==> src/rtl/subtracter_pkg.sv <==
// Shared definitions for the bit-serial subtracter: FSM state encoding and default width.
package subtracter_pkg;

    localparam int DEFAULT_WIDTH = 8;

    typedef enum logic [1:0] {
        IDLE  = 2'd0,
        SHIFT = 2'd1,
        DONE  = 2'd2
    } state_e;

endpackage

==> src/rtl/full_subtracter_cell.sv <==
// Full-subtracter cell (a - b - bin) built from two gate-level half subtracters.
module half_subtracter (
    input  logic x_i,
    input  logic y_i,
    output logic d_o,
    output logic bo_o
);
    assign d_o  = x_i ^ y_i;
    assign bo_o = ~x_i & y_i;
endmodule

module full_subtracter_cell (
    input  logic a_i,
    input  logic b_i,
    input  logic bin_i,
    output logic d_o,
    output logic bout_o
);
    logic d1, bo1, bo2;

    half_subtracter u_hs_ab  (.x_i(a_i), .y_i(b_i),   .d_o(d1),  .bo_o(bo1));
    half_subtracter u_hs_bin (.x_i(d1),  .y_i(bin_i), .d_o(d_o), .bo_o(bo2));

    // A borrow can come from either stage but never from both at once.
    assign bout_o = bo1 | bo2;
endmodule

==> src/rtl/serial_subtracter.sv <==
// Bit-serial a - b, LSB first: one full-subtracter cell plus a borrow flop, WIDTH+1 cycles per result.
module serial_subtracter
    import subtracter_pkg::*;
#(
    parameter int WIDTH = DEFAULT_WIDTH
) (
    input  logic             clk,
    input  logic             rst_n,
    input  logic             start,
    input  logic [WIDTH-1:0] a,
    input  logic [WIDTH-1:0] b,
    output logic             busy,
    output logic             done,
    output logic [WIDTH-1:0] diff,
    output logic             barrow
);
    localparam int CW = $clog2(WIDTH + 1);

    state_e           state_q, state_d;
    logic [WIDTH-1:0] a_q, a_d, b_q, b_d;
    logic [WIDTH-1:0] res_q, res_d;
    logic [WIDTH-1:0] diff_q, diff_d;
    logic             borrow_q, borrow_d;
    logic             barrow_q, barrow_d;
    logic [CW-1:0]    cnt_q, cnt_d;
    logic             cell_d, cell_bout;
    logic [WIDTH-1:0] res_shifted;

    full_subtracter_cell u_cell (
        .a_i   (a_q[0]),
        .b_i   (b_q[0]),
        .bin_i (borrow_q),
        .d_o   (cell_d),
        .bout_o(cell_bout)
    );

    assign res_shifted = {cell_d, res_q[WIDTH-1:1]};

    // NOTE: every signal gets its hold value first so no path through the case infers a latch.
    always_comb begin
        state_d  = state_q;
        a_d      = a_q;
        b_d      = b_q;
        res_d    = res_q;
        diff_d   = diff_q;
        borrow_d = borrow_q;
        barrow_d = barrow_q;
        cnt_d    = cnt_q;

        unique case (state_q)
            IDLE, DONE: begin
                state_d = IDLE;
                if (start) begin
                    a_d      = a;
                    b_d      = b;
                    res_d    = '0;
                    borrow_d = 1'b0;
                    cnt_d    = '0;
                    state_d  = SHIFT;
                end
            end
            SHIFT: begin
                a_d      = a_q >> 1;
                b_d      = b_q >> 1;
                res_d    = res_shifted;
                borrow_d = cell_bout;
                cnt_d    = cnt_q + CW'(1);
                if (cnt_q == CW'(WIDTH - 1)) begin
                    diff_d   = res_shifted;
                    barrow_d = cell_bout;
                    state_d  = DONE;
                end
            end
            default: state_d = IDLE;
        endcase
    end

    // NOTE: sequential state uses non-blocking assignments so all flops update from pre-edge values.
    always_ff @(posedge clk or negedge rst_n) begin
        if (!rst_n) begin
            state_q  <= IDLE;
            a_q      <= '0;
            b_q      <= '0;
            res_q    <= '0;
            diff_q   <= '0;
            borrow_q <= 1'b0;
            barrow_q <= 1'b0;
            cnt_q    <= '0;
        end else begin
            state_q  <= state_d;
            a_q      <= a_d;
            b_q      <= b_d;
            res_q    <= res_d;
            diff_q   <= diff_d;
            borrow_q <= borrow_d;
            barrow_q <= barrow_d;
            cnt_q    <= cnt_d;
        end
    end

    assign busy   = (state_q == SHIFT);
    assign done   = (state_q == DONE);
    assign diff   = diff_q;
    assign barrow = barrow_q;

endmodule

==> config.mk <==
export PLATFORM = sky130hd
export DESIGN_NAME = serial_subtracter
export DESIGN_NICKNAME = d
export VERILOG_FILES = /design/src/rtl/subtracter_pkg.sv /design/src/rtl/full_subtracter_cell.sv /design/src/rtl/serial_subtracter.sv
export SDC_FILE = /design/constraint.sdc
export NUM_CORES = 1
export LEC_CHECK = 0
export BUFFER_PORTS_ARGS = -buffer_cell sky130_fd_sc_hd__buf_2
export CAP_MARGIN = 20
export CORE_ASPECT_RATIO = 1.4
export CORE_UTILIZATION = 50
export DETAILED_ROUTE_END_ITERATION = 7
export PLACE_DENSITY = 0.78
export REMOVE_ABC_BUFFERS = 1
export SYNTH_ARGS = -nofsm -noshare
export SYNTH_HDL_FRONTEND = slang
export SYNTH_HIERARCHICAL = 1
export SYNTH_SLANG_ARGS = --single-unit
==> constraint.sdc <==
create_clock -name clk -period 1.95 [get_ports clk]
set_input_delay 0.39 -clock clk [delete_from_list [all_inputs] [get_ports clk]]
set_output_delay 0.39 -clock clk [all_outputs]
set_load 0.05 [all_outputs]
==> results of run 1 <==
## layout by cell type, fill, tap and decap left out, drive strengths merged
cell and n:
nand2 3, or2 1, mux2 10, dfrtp 39, buf 33, a21o 14
ha 3, and2b 1, mux2i 2, nor2b 3, a22o 26, inv 4
clkinv 3, nand2b 1, nor2 1, o21ai 1, nand4 1, clkbuf 5
nor3b 1
## layout make-up
| cell class | count | share of cell area |
|---|---|---|
| Clock buffer | 5 | 0.0364 |
| Timing Repair Buffer | 33 | 0.0927 |
| Clock inverter | 3 | 0.00795 |
| Multi-Input combinational cell | 68 | 0.313 |
| Tap cell | 39 | 0.0258 |
| Sequential cell | 39 | 0.517 |
| Inverter | 4 | 0.00795 |
## through the flow
step           hold slack, ns  std cells  setup slack (ns)
6_report                0.138        191             0.186
5_1_grt                 0.178        191             0.115
4_1_cts                 0.151        191             0.171
3_5_place_dp            0.469        183             0.323
3_3_place_gp            0.458        183             0.361
2_1_floorplan          0.0944        111            0.0177
## critical path, stage by stage (launching register included)
cell	delay [ns]
sky130_fd_sc_hd__dfrtp_1	0.37
sky130_fd_sc_hd__and2b_4	0.39
sky130_fd_sc_hd__buf_2	0.31
## metal layers
layer	up-vias	share of wire	track usage	wire length (um)
li1	496	-	-	-
met1	529	0.42	0.222	1200
met2	30	0.51	0.305	1430
met3	5	0.053	0.0702	150
met4	0	0.015	0.0825	42
met5	-	0	0	0
## state kept, by name, summed over array words and instances (netlist names)
name / flops
a_q: 8
b_q: 8
barrow: 1
borrow_q: 1
cnt_q: 4
diff: 8
res_q: 7
state_q: 2
## final timing paths
kind | startpoint | end | slack [ns]
worst max-delay path | state_q[1]$_DFFE_PN0P_ | busy | 0.19
worst min-delay path | rst_n | a_q[0]$_DFFE_PN0P_ | 0.14
worst max register to register | state_q[1]$_DFFE_PN0P_ | diff[7]$_DFFE_PN0P_ | 0.32
worst min register to register | a_q[5]$_DFFE_PN0P_ | a_q[5]$_DFFE_PN0P_ | 0.48
max in group asynchronous | rst_n | diff[1]$_DFFE_PN0P_ | 1.48
min in group clk | b[7] | b_q[7]$_DFFE_PN0P_ | 0.32
## cell families (layout without fill, tap and decap cells)
kind of cell	after synthesis	in the layout	synth area share
adders and majority gates	3	3	0.0231
buffers and inverters	12	45	0.0354
and+or+nand+nor	12	12	0.0509
muxes	12	12	0.0817
AOI/OAI and AO/OA	41	41	0.208
DFF	39	39	0.601
## power breakdown
group          total [mW]  switching [mW]  internal [mW]
Sequential           1.40           0.221           1.18
Clock               0.523           0.278          0.244
Combinational        1.53           0.894          0.638
==> results by stage, run 1 <==
Cells and area:
- The fill cell total of the finished layout is around 260.
- The fraction of final layout cells sized beyond drive strength 1 is 0.296.
- Measured on the finished design, the core utilization comes to 0.611.
- The total area of sequential cells is around 1000 sq um.
- The post-synthesis to final-layout area growth is 16.3%.
- The final instance area is 0.00189 sq mm.
- The repair_antennas step left the layout with diodes totalling 0.
- The final-stage net count is between 150 and 200.
- The multi-input combinational cells in the finished layout cover a total of 591 sq um.

Route:
- The pre-antenna-repair detailed-routing pass consisted of 4 iterations.
- The violation count after the first detailed-routing iteration is 18.
- After detailed routing, the number of remaining DRC violations is 0.
- The detail route stage leaves a number of antenna-violating nets equal to 0.
- The per-cell via count in the routed design is 5.55.
- The number of vias after detailed routing is 1060.
- Wires add up to 2820 um.
- The mean routed wirelength per cell is between 10 and 15 um.

Setup path:
- The required time at the endpoint of the critical path is 1.56 ns.
- The maximum fanout along the worst path is 18.
- STA classifies the critical path startpoint as a register.
- For the worst setup path, the data arrival time is about 1.4 ns.
- The count of cells along the worst register-to-register path is 4.
- By startpoint and endpoint, the worst setup path is classified as reg -> out.
- The worst setup path is captured at an output pin.

Yosys:
- During synthesis, Yosys emitted a total of 6 warnings.
- sky130_fd_sc_hd__dfrtp_1 is the most common cell in the netlist.
- In the synthesized netlist the dominant register cell turns out to be sky130_fd_sc_hd__dfrtp_1.
- The commonest cells after synthesis are sky130_fd_sc_hd__dfrtp_1, sky130_fd_sc_hd__a22o_1, sky130_fd_sc_hd__a21o_1.
- The unique cell type count in the Yosys netlist is 19.
- Yosys mapped a number of flops with a built-in enable equal to 0.
- The biggest area contributor in the post-synthesis netlist is sky130_fd_sc_hd__dfrtp_1.
- The synthesized design contains 39 register bits.
- The instance count of the mapped netlist is 119.
- The post-synthesis area per instance is ~14 sq um.
- Summing every instance area after synthesis gives about 0.0016 sq mm.
- The share of the synthesized area in the top cell type is 0.601.
- The async set or reset register ratio after synthesis is 1.00.
- The share of the yosys chip area belonging to registers is 0.601.
- In the post-synthesis netlist, the biggest area contributors are sky130_fd_sc_hd__dfrtp_1, sky130_fd_sc_hd__a22o_1, sky130_fd_sc_hd__a21o_1, sky130_fd_sc_hd__mux2_1, sky130_fd_sc_hd__ha_1.

Global routing:
- After global routing the overflow that remains totals 0.
- The initial antenna violation count is 0.
- The global-route wire length before repair is roughly 4900 um.
- The maximum number of pins on one net before global-route repair is 40.
- For this run, the total global-route usage over all layers was measured as 0.190.
- The via count of the first global-routing pass is 1056.

Clock tree:
- After clock tree synthesis, the flow added hold-fix buffers numbering 0.
- The clock tree from TritonCTS is done.
- The maximum level of the CTS H-tree is 2.
- The clock transition at the register clock pins on the worst setup and hold paths after CTS is approximately 0.070 ns.
- No sink is reached through more buffers than the 2 on the longest clock path.
- The worst-skew pair later-pin latency is between 0.2 and 0.3 ns.
- TritonCTS created 5 clock buffers.
- The clock root buffer is sky130_fd_sc_hd__clkbuf_8.
- The number of instances resized during post-cts repair is 0.
- For this design, the sink count on the clock tree is 39.
- In this run the post-CTS setup repair buffer count came out at 0.

Pwr:
- The areal power density over the cells is approximately 1800 mW/mm^2.
- For this design the static power due to leakage is 1.03 nW.
- Summing internal, switching and leakage power gives approximately 3.5 mW.
- VDD sags by at most roughly 1.2 mV.

STA:
- The number of max-slew violations in the final report is 0.
- The timing-limited maximum frequency is 567 MHz.
- The setup skew after layout is 0.00355 ns.
- The post-layout minimum cycle time is 1.76 ns.
- The setup TNS is 0 ns.
- The total count of hold-check failures in the final report is 0.
- The actual slew at the worst max-slew pin is 0.560 ns.
- The share of the clock period used by the worst path after layout is 0.905.
- Headroom to the max-slew limit came out at 0.626.
- Setup repair after global routing left no endpoint under its margin.
- Setup violations remaining at the end of the flow were counted as 0.

Die:
- The width of the die is approximately 50 um.
- The die footprint is 0.00348 sq mm.
- The floorplan step set the die height to slightly below 70 um.
- The starting density of the core is 0.525.
- In this run the standard cell core region covers ~0.0031 sq mm.
- The floorplan has 24 rows.
- 30 I/O pins were placed.

Run:
- Max-cap violations in this run came to 0.

Placement:
- The number of port buffers is 29.
- Summing all placed instances gives a cell area of about 0.0018 sq mm.
- The routability congestion estimate is approximately 0.70.
- Summed over all nets, the half-perimeter wirelength after detailed placement is around 1900 um.

Status:
- The flow ran to the end, and the final reports show no timing, DRC or antenna violations.

Min path:
- In this run the worst hold path is classified as in -> async.
No activity file was read; power rests on OpenSTA's default activity.
==> run 2, diff against run 1 <==
--- a/config.mk
+++ b/config.mk
@@ -6,7 +6,6 @@
 export NUM_CORES = 1
 export LEC_CHECK = 0
 export BUFFER_PORTS_ARGS = -buffer_cell sky130_fd_sc_hd__buf_2
-export CAP_MARGIN = 20
 export CORE_ASPECT_RATIO = 1.4
 export CORE_UTILIZATION = 50
 export DETAILED_ROUTE_END_ITERATION = 7
==> constraint.sdc (replaced) <==
create_clock -name clk -period 1.7 [get_ports clk]
set_input_delay 0.34 -clock clk [delete_from_list [all_inputs] [get_ports clk]]
set_output_delay 0.34 -clock clk [all_outputs]
set_load 0.05 [all_outputs]
==> results by stage, run 2 (synthesis gave the netlist of run 1 again) <==
Clock tree:
- The maximum level of the CTS H-tree is 2 (unchanged).
- The buffer levels on the longest clock path is 2 (unchanged).
- The worst-skew pair later-pin latency came to 0.29 ns (about the same).
- The number of sinks driven by the clock tree is 39 (unchanged).
- The clock transition at the register clock pins on the worst setup and hold paths after CTS is 0.07 ns (about the same).
- The clock root buffer is sky130_fd_sc_hd__clkbuf_8.
- The TritonCTS buffer count is 5 (unchanged).
- TritonCTS built the clock tree.

Route:
- The per-cell via count in the routed design is 5.53 (-0.39%).
- The number of nets with antenna violations after routing was 0 (unchanged).
- The violation count after the first detailed-routing iteration is 26 (+8).
- The final wirelength came to 2790 um (-1.2%).
- The mean routed wirelength per cell is 14.3 um (-3.2%).
- The iteration count of the initial detailed-routing pass came to 4 (unchanged).
- The final routed DRC violation total is 0 (unchanged).
- The number of vias after detailed routing was 1078 (+1.7%).

Pwr:
- The areal power density over the cells is 2170 mW/mm^2 (+19%).
- The leakage power is 1.07 nW (+4.2%).
- The total power is 4.32 mW (+25%).
- The maximum ir drop on the vdd rail came to 1.19 mV (+3.0%).

Cells and area:
- The final-stage net count was 177 (+2.3%).
- The fraction of final layout cells sized beyond drive strength 1 is 0.301 (+0.00523).
- The fraction of the core area covered by cells at the end of the flow is 0.643 (+0.0324).
- The post-synthesis to final-layout area growth is 22.5%.
- The antenna cell count is 0 (unchanged).
- Leaving out fill and tap cells, the most frequent cells in the layout are sky130_fd_sc_hd__dfrtp_1, sky130_fd_sc_hd__buf_2, sky130_fd_sc_hd__a22o_1, sky130_fd_sc_hd__a21o_1, sky130_fd_sc_hd__mux2_1.
- The most frequent standard cell in the layout excluding fill and tap cells is sky130_fd_sc_hd__dfrtp_1.

Die:
- The core outline area is 0.00309 sq mm (unchanged).
- The die footprint is 0.00348 sq mm (unchanged).
- The starting density of the core was 0.525 (unchanged).
- The placement row count is 24 (unchanged).
- The y dimension of the die is 69.4 um (unchanged).
- The width of the die was 50.2 um (unchanged).
- The I/O pin total is 30 (unchanged).

STA:
- The worst max-slew margin expressed relative to the limit was 0.638 (+0.0125).
- The timing-limited maximum frequency is 628 MHz.
- The total of endpoints with negative setup slack in the final report is 0 (unchanged).
- The post-layout minimum cycle time is roughly 1.6 ns.
- The actual slew at the worst max-slew pin came to 0.541 ns (-0.0187 ns).
- The worst hold slack is 0.279 ns (+0.141 ns).
- The total count of hold-check failures in the final report is 0 (unchanged).
- The setup skew after layout was 0.00601 ns (+0.00246 ns).
- The number of max-slew violations in the final report is 0 (unchanged).
- The setup TNS is 0 ns (unchanged).
- Of the available clock period, the critical path in the final layout requires 0.936.
- Setup repair after global routing left no endpoint under its margin.

Setup path:
- The required time at the endpoint of the critical path was 1.87 ns (+0.31 ns).
- By startpoint and endpoint, the worst setup path is classified as reg -> reg.
- The worst setup path is launched from a register.
- The type of destination of the critical path is a register.
- The maximum fanout along the worst path is 2 (-16).
- The data arrival at the endpoint of the critical path is 1.76 ns (+0.39 ns).

Global routing:
- The global-route wire length before repair is 4640 um (-4.3%).
- The global-route total usage across every layer was 0.186 (-0.00396).
- The initial antenna violation count came to 0 (unchanged).
- The sum of overflow across all layers after global routing is 0 (unchanged).
- The maximum number of pins on one net before global-route repair was 27 (-33%).
- The via count of the first global-routing pass is 1060 (+0.38%).

Min path:
- The min-delay analysis places its worst path in the category in -> reg.

Placement:
- The number of port buffers is 29 (unchanged).
- The post-detailed-placement half-perimeter wirelength came to 1960 um (+1.5%).
- The routability congestion estimate came to 0.744 (+6.9%).

Status:
- The run finished with clean final reports.

Run:
- The max-cap violation count is 0 (unchanged).
run 2: cell types whose count changed in the layout (fill, tap and decap cells not counted), sizes merged:
| cell | delta |
|---|---|
| clkinv | -3 |
| dlygate4sd3 | +1 |
| buf | +3 |
| clkbuf | +1 |
| bufinv | +2 |
run 2: critical path: stages, from the launching register on:
cell,delay [ns]
sky130_fd_sc_hd__dfrtp_1,0.35
sky130_fd_sc_hd__inv_1,0.05
sky130_fd_sc_hd__ha_1,0.28
sky130_fd_sc_hd__inv_1,0.06
sky130_fd_sc_hd__inv_1,0.04
sky130_fd_sc_hd__ha_1,0.18
sky130_fd_sc_hd__or2_1,0.23
sky130_fd_sc_hd__mux2_1,0.29
run 2: path summary, 6_finish.rpt:
kind	slack, ns	startpoint	depth (start not counted)	to
worst max-delay path	0.11	a_q[0]$_DFFE_PN0P_	7	barrow$_DFFE_PN0P_
worst min-delay path	0.28	b[7]	2	b_q[7]$_DFFE_PN0P_
worst max register to register	0.11	a_q[0]$_DFFE_PN0P_	7	barrow$_DFFE_PN0P_
worst min register to register	0.48	diff[5]$_DFFE_PN0P_	1	diff[5]$_DFFE_PN0P_
max in group asynchronous	0.70	rst_n	3	res_q[6]$_DFFE_PN0P_
min in group asynchronous	0.55	rst_n	2	b_q[0]$_DFFE_PN0P_
run 2: final cells by class:
| cell class | count | area [sq um] |
|---|---|---|
| Clock buffer | 6 | 72.6 |
| Fill cell | 226 | 1100 |
| Sequential cell | 39 | 976 |
| Tap cell | 39 | 48.8 |
| Inverter | 4 | 15.0 |
| Clock inverter | 2 | 60.1 |
| Timing Repair Buffer | 37 | 226 |
| Multi-Input combinational cell | 68 | 591 |
run 2: repair_timing:
| item | CTS | global route |
|---|---|---|
| hold endpoints to repair | 11 | 0 |
| hold buffers | 1 | 0 |
| buffers inserted | 0 | 3 |
| setup endpoints to repair | 1 | 9 |
| resized for setup | 2 | 0 |
run 2: layer usage:
metal | global-route usage | vias to the layer above | wire length (um) | part of all wire
li1 | - | 507 | - | -
met1 | 0.206 | 529 | 1170 | 0.42
met2 | 0.305 | 35 | 1430 | 0.51
met3 | 0.0746 | 7 | 133 | 0.048
met4 | 0.0825 | 0 | 45 | 0.016
met5 | 0 | - | 0 | 0
run 2: power by group:
part	leakage (nW)	total, mW	internal, mW	switching, mW
clock	0.0654	0.882	0.586	0.296
combinational	0.516	1.83	0.797	1.03
sequential	0.492	1.61	1.35	0.261
total	1.07	4.32	2.73	1.59
run 2: through the flow:
step | cell area, sq um | setup WS, ns | std cells
2_1_floorplan | 1580 | -0.232 | 111
5_1_grt | 1990 | 0.0259 | 195
3_3_place_gp | 1830 | 0.178 | 184
3_5_place_dp | 1830 | 0.124 | 184
6_report | 1990 | 0.109 | 195
4_1_cts | 1970 | 0.0168 | 192
